===== src/rtl/seven_segment_scan.sv =====
// Time-multiplexed N-digit seven-segment scanner with a double-buffered frame,
// an anti-ghosting guard window, hex/BCD decode and leading-zero blanking.
module seven_segment_scan #(
   parameter int NUM_DIGITS     = 4,
   parameter int SCAN_DIV       = 50000,
   parameter int GUARD          = 2,
   parameter int HEX_MODE       = 0,
   parameter int SEG_ACTIVE_LOW = 1,
   parameter int DIG_ACTIVE_LOW = 1
) (
   input  logic                    clk,
   input  logic                    rst_n,
   input  logic [4*NUM_DIGITS-1:0] digits_in,
   input  logic [NUM_DIGITS-1:0]   dp_in,
   input  logic                    load,
   input  logic                    blank_lz,
   output logic [6:0]              seg_out,
   output logic                    dp_out,
   output logic [NUM_DIGITS-1:0]   dig_en,
   output logic                    frame_done
);

   localparam int CNT_W = (SCAN_DIV > 1) ? $clog2(SCAN_DIV) : 1;
   localparam int IDX_W = (NUM_DIGITS > 1) ? $clog2(NUM_DIGITS) : 1;
   localparam logic [6:0] SEG_OFF = (SEG_ACTIVE_LOW != 0) ? 7'h7F : 7'h00;
   localparam logic       DP_OFF  = (SEG_ACTIVE_LOW != 0);
   localparam logic [NUM_DIGITS-1:0] DIG_OFF =
      (DIG_ACTIVE_LOW != 0) ? {NUM_DIGITS{1'b1}} : {NUM_DIGITS{1'b0}};

   logic [CNT_W-1:0]        cnt_q, cnt_d;
   logic [IDX_W-1:0]        idx_q, idx_d;
   logic [4*NUM_DIGITS-1:0] shadow_q, shadow_d, active_q, active_d;
   logic [NUM_DIGITS-1:0]   shadow_dp_q, shadow_dp_d, active_dp_q, active_dp_d;
   logic                    pending_q, pending_d;
   logic [6:0]              seg_q, seg_d;
   logic                    dp_q, dp_d;
   logic [NUM_DIGITS-1:0]   dig_en_q, dig_en_d;
   logic                    frame_done_q, frame_done_d;

   logic                    cnt_tc, idx_last, boundary;
   logic [3:0]              cur_code;
   logic                    cur_dp, cur_blank, zero_run;
   logic [NUM_DIGITS-1:0]   blank_vec, dig_onehot;
   logic [6:0]              seg_al;
   logic                    dp_al;

   // Decode table is expressed active-low; polarity is applied afterwards.
   function automatic logic [6:0] decode_al(input logic [3:0] code);
      logic [6:0] r;
      case (code)
         4'd0:    r = 7'b1000000;
         4'd1:    r = 7'b1111001;
         4'd2:    r = 7'b0100100;
         4'd3:    r = 7'b0110000;
         4'd4:    r = 7'b0011001;
         4'd5:    r = 7'b0010010;
         4'd6:    r = 7'b0000010;
         4'd7:    r = 7'b1111000;
         4'd8:    r = 7'b0000000;
         4'd9:    r = 7'b0010000;
         4'd10:   r = (HEX_MODE != 0) ? 7'b0001000 : 7'b1000000;
         4'd11:   r = (HEX_MODE != 0) ? 7'b0000011 : 7'b1000000;
         4'd12:   r = (HEX_MODE != 0) ? 7'b1000110 : 7'b1000000;
         4'd13:   r = (HEX_MODE != 0) ? 7'b0100001 : 7'b1000000;
         4'd14:   r = (HEX_MODE != 0) ? 7'b0000110 : 7'b1000000;
         default: r = (HEX_MODE != 0) ? 7'b0001110 : 7'b1000000;
      endcase
      return r;
   endfunction

   always_comb begin
      cnt_tc   = (cnt_q == CNT_W'(SCAN_DIV - 1));
      idx_last = (idx_q == IDX_W'(NUM_DIGITS - 1));
      boundary = cnt_tc && idx_last;

      cnt_d = cnt_tc ? '0 : cnt_q + CNT_W'(1);
      idx_d = idx_q;
      if (cnt_tc) idx_d = idx_last ? '0 : idx_q + IDX_W'(1);

      shadow_d    = load ? digits_in : shadow_q;
      shadow_dp_d = load ? dp_in : shadow_dp_q;
      active_d    = active_q;
      active_dp_d = active_dp_q;
      pending_d   = pending_q;
      // A load landing on the boundary itself bypasses the shadow buffer.
      if (boundary) begin
         pending_d = 1'b0;
         if (load) begin
            active_d    = digits_in;
            active_dp_d = dp_in;
         end else if (pending_q) begin
            active_d    = shadow_q;
            active_dp_d = shadow_dp_q;
         end
      end else if (load) begin
         pending_d = 1'b1;
      end

      zero_run  = 1'b1;
      blank_vec = '0;
      for (int i = NUM_DIGITS - 1; i > 0; i--) begin
         zero_run     = zero_run && (active_q[4*i +: 4] == 4'd0);
         blank_vec[i] = blank_lz && zero_run;
      end

      cur_code   = 4'd0;
      cur_dp     = 1'b0;
      cur_blank  = 1'b0;
      dig_onehot = '0;
      for (int i = 0; i < NUM_DIGITS; i++) begin
         if (idx_q == IDX_W'(i)) begin
            cur_code      = active_q[4*i +: 4];
            cur_dp        = active_dp_q[i];
            cur_blank     = blank_vec[i];
            dig_onehot[i] = (cnt_q >= CNT_W'(GUARD));
         end
      end

      seg_al       = cur_blank ? 7'h7F : decode_al(cur_code);
      dp_al        = cur_blank ? 1'b1 : ~cur_dp;
      seg_d        = (SEG_ACTIVE_LOW != 0) ? seg_al : ~seg_al;
      dp_d         = (SEG_ACTIVE_LOW != 0) ? dp_al : ~dp_al;
      dig_en_d     = (DIG_ACTIVE_LOW != 0) ? ~dig_onehot : dig_onehot;
      frame_done_d = boundary;
   end

   always_ff @(posedge clk) begin
      if (!rst_n) begin
         cnt_q        <= '0;
         idx_q        <= '0;
         shadow_q     <= '0;
         shadow_dp_q  <= '0;
         active_q     <= '0;
         active_dp_q  <= '0;
         pending_q    <= 1'b0;
         seg_q        <= SEG_OFF;
         dp_q         <= DP_OFF;
         dig_en_q     <= DIG_OFF;
         frame_done_q <= 1'b0;
      end else begin
         cnt_q        <= cnt_d;
         idx_q        <= idx_d;
         shadow_q     <= shadow_d;
         shadow_dp_q  <= shadow_dp_d;
         active_q     <= active_d;
         active_dp_q  <= active_dp_d;
         pending_q    <= pending_d;
         seg_q        <= seg_d;
         dp_q         <= dp_d;
         dig_en_q     <= dig_en_d;
         frame_done_q <= frame_done_d;
      end
   end

   assign seg_out    = seg_q;
   assign dp_out     = dp_q;
   assign dig_en     = dig_en_q;
   assign frame_done = frame_done_q;

endmodule


===== config.mk =====
export PLATFORM = sky130hd
export DESIGN_NAME = seven_segment_scan
export DESIGN_NICKNAME = d
export VERILOG_FILES = /design/src/rtl/seven_segment_scan.sv
export SDC_FILE = /design/constraint.sdc
export NUM_CORES = 1
export LEC_CHECK = 0
export BUFFER_PORTS_ARGS = -buffer_cell sky130_fd_sc_hd__buf_2
export CAP_MARGIN = 10
export CORE_ASPECT_RATIO = 0.5
export CORE_MARGIN = 2
export CORE_UTILIZATION = 50
export CTS_BUF_LIST = sky130_fd_sc_hd__clkbuf_4
export DETAILED_ROUTE_END_ITERATION = 8
export HOLD_SLACK_MARGIN = 0.02
export PLACE_DENSITY = 0.7
export SYNTH_ARGS = -nofsm -noshare
export SYNTH_HDL_FRONTEND = slang
export SYNTH_SLANG_ARGS = --single-unit

===== constraint.sdc =====
create_clock -name clk -period 3.6 [get_ports clk]
set_input_delay 0.72 -clock clk [delete_from_list [all_inputs] [get_ports clk]]
set_output_delay 0.72 -clock clk [all_outputs]
set_load 0.05 [all_outputs]

* Word-level counts from Yosys, hierarchy flattened *
Memories as Yosys holds them, arrays and structs flattened. A register that Yosys moved wholly into a read port is not among the register bits.
Cells that the tools add are included.
Widths: inputs -> output; s select.

cells by class
  $lt $le $gt $ge = 1
  reductions and logical operators = 15
  $add $sub $neg = 2
  eq/ne operators = 4
  bitwise logic cells = 3
  mux-type cells = 20

operators with widths
  cell                   number
  $mux 16                2
  $mux 4                 6
  $add 16x1->16 const B  1
  $eq 16x16->1 const B   1
  $ge 16x2->1 const B    1
  $logic_not 4->1        3
  $mux 1                 11
  $logic_and 1x1->1      6
  $reduce_or 2->1        3
  $eq 2x2->1 const B     2
  $not 4->4              1
  $add 2x1->2 const B    1
  $eq 2x1->1 const B     1
  $logic_not 2->1        1
  $mux 2                 1
  $not 1->1              2
  $reduce_and 2->1       1
  $reduce_bool 2->1      1

word-level totals
  output and inout port bits = 13
  logic and storage cells = 56
  bits of input ports = 24
  memories kept = 1
  register bits after elaboration = 65
  memory bits (read-only) = 112

memories
  name             words  width  rd ports  clocked after Yosys merged registers in  write ports  RTL line  text
  (no name shown)  16     7      1         1                                        0            50        case (code)

* Longest topological paths before layout *
  depth after elaboration = 8
  mapped depth = 10
  mapped depth without buffers = 9

* Worst setup path after synthesis *
No wires, ideal clock.

  path kind = register -> register
  start = reg idx_q[0]
  end = reg seg_q[3], in the netlist seg_out[3]
  cell stages (with the launch flop) = 11
  slack = 1.437 ns
  clock period less this slack = 2.163 ns
  required time = 3.451 ns
  path buffers = 2
  library setup time = 0.149 ns
  arrival time = 2.014 ns
  cell sequence = dfxtp_1 ha_1 buf_2 clkbuf_1 nor3b_1 a221oi_1 inv_1 ha_1 inv_1 mux2i_1 o21ai_0

between the ends
  word-level cells in the longest chain between the ends = 5
  elaborated cells between the ends (all ways) = 12
  classes of those cells = 3 x eq/ne; 7 x mux; 2 x reduce/logical

RTL lines
  item                                                        RTL line  text
  start: declaration                                          31        logic [IDX_W-1:0] idx_q, idx_d;
  start signal: assignment                                    142       idx_q <= idx_d;
  $eq 2x1->1 / $logic_not 2->1 (equally long branches)        111       if (idx_q == IDX_W'(i)) begin
  $mux 1 / $mux 4 (equally long branches) (3 in series)       111
  $reduce_or 2->1 (no line) / $mux 4 (equally long branches)  --
  end: declaration                                            35        logic [6:0] seg_q, seg_d;

Several ways; a longest one is shown, not always the timed one.
A chain may end at the register's enable or synchronous reset.

* Worst setup path after layout *
  start = reg idx_q[0]
  end = reg active_q[6]

between the ends
  word-level cells in the longest chain between the ends = 3

RTL lines
  item                        RTL line  text
  $eq 2x2->1                  73        idx_last = (idx_q == IDX_W'(NUM_DIGITS - 1));
  $logic_and 1x1->1           74        boundary = cnt_tc && idx_last;
  $reduce_and 2->1 (no line)  --
  end signal: assignment      145       active_q <= active_d;
  end: declaration            32        logic [4*NUM_DIGITS-1:0] shadow_q, shadow_d, active_q, active_d;

No other way between the ends.

==> results.md <==
* Total power at 1.63 mW
* Flop-to-flop setup slack at 0.97 ns
* Post-CTS resize count at 0
* HP Class: flop to flop
* Drt wl/cell at 13.4 µm
* Count of hold-fix buffers inserted at cts at 0
* Via count at 2296
* First-pass GRT wire length at 9.76 mm
* Core ar. at 6060 µm²
* Synth cell count leaders: 72 x dfxtp_1, 44 x nor2_1, 25 x mux2i_1, 20 x mux2_2, 19 x and2_1
* H-tree Lvls at 3
* Root Driver: clkbuf_4
* Count leader, synth: dfxtp_1
* RSZ-0062 raised after global routing: no
* Yosys warning count at 0
* Mapped Cells at 320
* Largest net degree at the start of global routing at 29
* FF-to-FF Start: idx_q[0]
* HPWL after detailed placement at 4.11 mm
* Asr flop ratio synth at 0
* I/O Pins at 37
* CP Class: flop to flop
* Worst Clk Skew at 0.00823 ns
* Peak supply drop at 0.000236 V
* DR vias/cell at 5.16
* RR Endpoint: active_q[6]
* Final GP Congestion at 0.840
* Ranking of synthesized cells by area: dfxtp_1 46%, mux2i_1 8.0%, mux2_2 7.2%
* Fillers at 554
* Max-cap viol count at 0
* Post-CTS Setup Bufs at 0
* DRC viols at 0
* Seq/Total Area, Yosys at 0.461
* I/O Buffers at 36
* GRT Util Overall at 0.186
* Leak Pwr at 1.44 nW
* CTS tree: built
* Vias in the first global route at 2158
* Worst setup endpoint: active_q[6]
* Placement Rows at 20
* Final Hold Fails at 0
* Grt ovf at 0
* Proportion of layout cells with a drive suffix above 1 at 0.218
* CP Data Arrival Time at 2.95 ns
* Finished Cell Area at 3550 µm²
* Synthesized area at 3130 µm²
* Final period util at 0.731
* Cell Area, Placed at 3340 µm²
* Yosys reg bits at 72
* TNS Setup at 0 ns
* Initial DRC count at 83
* Ant. Diodes at 0
* Synth area leader: dfxtp_1
* Post-synth EDFFs at 0
* CTS Buf Count at 9
* CP required at 3.92 ns
* Worst slew pin tran at 1.02 ns
* Area Overhead vs Synth at 13.3%
* Peak Freq at 380 MHz
* Max Slew Vio Count at 0
* Clk slew on worst S/H paths at 0.11 ns
* Worst rel slew slack at 0.314
* Clock tree buffer depth at 2
* R2R cell count at 4
* Clock sinks at 72
* Syn Nets at 354
* Status: complete, no violations
* Post-DRT Antenna Nets at 0
* Final setup fails at 0
* Fin util at 0.586
* Crit. End Element: flop
* Synth top area share at 0.461
* Pwr Density at 461 nW/µm²
* Die Wd at 116 µm
* Initial cell density of the core at 0.517
* CP startpoint kind: flop
* DRT Pass-1 Iters at 4
* Hold slack at 0.494 ns
* Worst Path Max Fanout at 21
* Die Height at 59.9 µm
* Mapped Avg Cell Area at 9.78 µm²
* Initial antenna violation count at 0
* Unique masters post-synth at 42
* Dominant register cell in the synthesized netlist: dfxtp_1
* Die ar. at 6950 µm²
* Clk_lat worst skew at 0.43 ns
* Final #Nets at 386
* Final wirelength at 5.95 mm
* Final Critical Period at 2.63 ns
* CP Launch Point: idx_q[0]
==> cell usage in the layout (no fill, tap or decap), types with 10 or more instances in the layout <==
master   Yosys  layout
and2_1      19      19
buf_2        4      36
dfxtp_1     72      72
ha_1        10      10
inv_1       13      13
mux2_2      20      20
mux2i_1     25      25
nand2_1     11      11
nor2_1      44      44
o21ai_0     10      10
xnor2_1     12      12
==> layout make-up <==
cell class / count / area (µm²) / area share
Clock buffer: 9 / 67.6 / 0.0191
Multi-Input combinational cell: 218 / 1540 / 0.435
Sequential cell: 72 / 1440 / 0.406
Timing Repair Buffer: 37 / 188 / 0.0529
Tap cell: 88 / 110 / 0.0311
Inverter: 14 / 52.6 / 0.0148
Clock inverter: 7 / 143 / 0.0402
==> cell families (layout without fill, tap and decap cells) <==
family	after synthesis	after routing	synth area share
muxes	45	45	0.152
adders and majority gates	10	10	0.0400
xor gates and xnor gates	14	14	0.0392
AOI/OAI and AO/OA	30	30	0.0644
DFF	72	72	0.461
buffers and inverters	30	67	0.0460
and+or+nand+nor	119	119	0.198
==> flip-flops by register name, summed over array words and instances, names as in the netlist <==
signal / cells
cnt_q: 16
active_dp_q: 4
frame_done: 1
shadow_dp_q: 4
dp_out: 1
shadow_q: 16
active_q: 16
dig_en: 4
idx_q: 2
seg_out: 7
pending_q: 1
==> metrics by stage <==
step	instances	setup slack, ns
3_3_place_gp	429	1.09
3_5_place_dp	429	0.988
6_report	445	0.968
5_1_grt	445	0.766
2_1_floorplan	320	1.44
4_1_cts	445	0.997
==> worst min path at each step <==
stage,startpoint,endpoint,cells past startpoint
2_1_floorplan,cnt_q[0],cnt_q[0],1
3_3_place_gp,cnt_q[0],cnt_q[0],1
3_5_place_dp,cnt_q[0],cnt_q[0],1
4_1_cts,cnt_q[0],cnt_q[0],1
5_1_grt,cnt_q[0],cnt_q[0],1
6_report,cnt_q[0],cnt_q[0],1
==> report_power, final <==
part	leakage, nW	internal, mW	total [mW]	switching [mW]
clock network	0.111	0.424	0.715	0.291
logic	0.744	0.0337	0.0929	0.0592
registers	0.588	0.818	0.826	0.00831
==> metal layers <==
| layer | vias up | global-route usage | part of all wire |
|---|---|---|---|
| met1 | 1067 | 0.224 | 0.48 |
| met4 | 0 | 0.0816 | 0.021 |
| met2 | 49 | 0.306 | 0.45 |
| met3 | 16 | 0.0680 | 0.050 |
| li1 | 1164 | - | - |
| met5 | - | 0 | 0 |
==> worst max-delay path: stages, from the launching register on <==
cell     delay, ns
dfxtp_1       0.42
ha_1          0.61
o21ai_0       0.30
nor3_4        0.77
mux2_2        0.42
No activity file was read; power rests on OpenSTA's default activity.
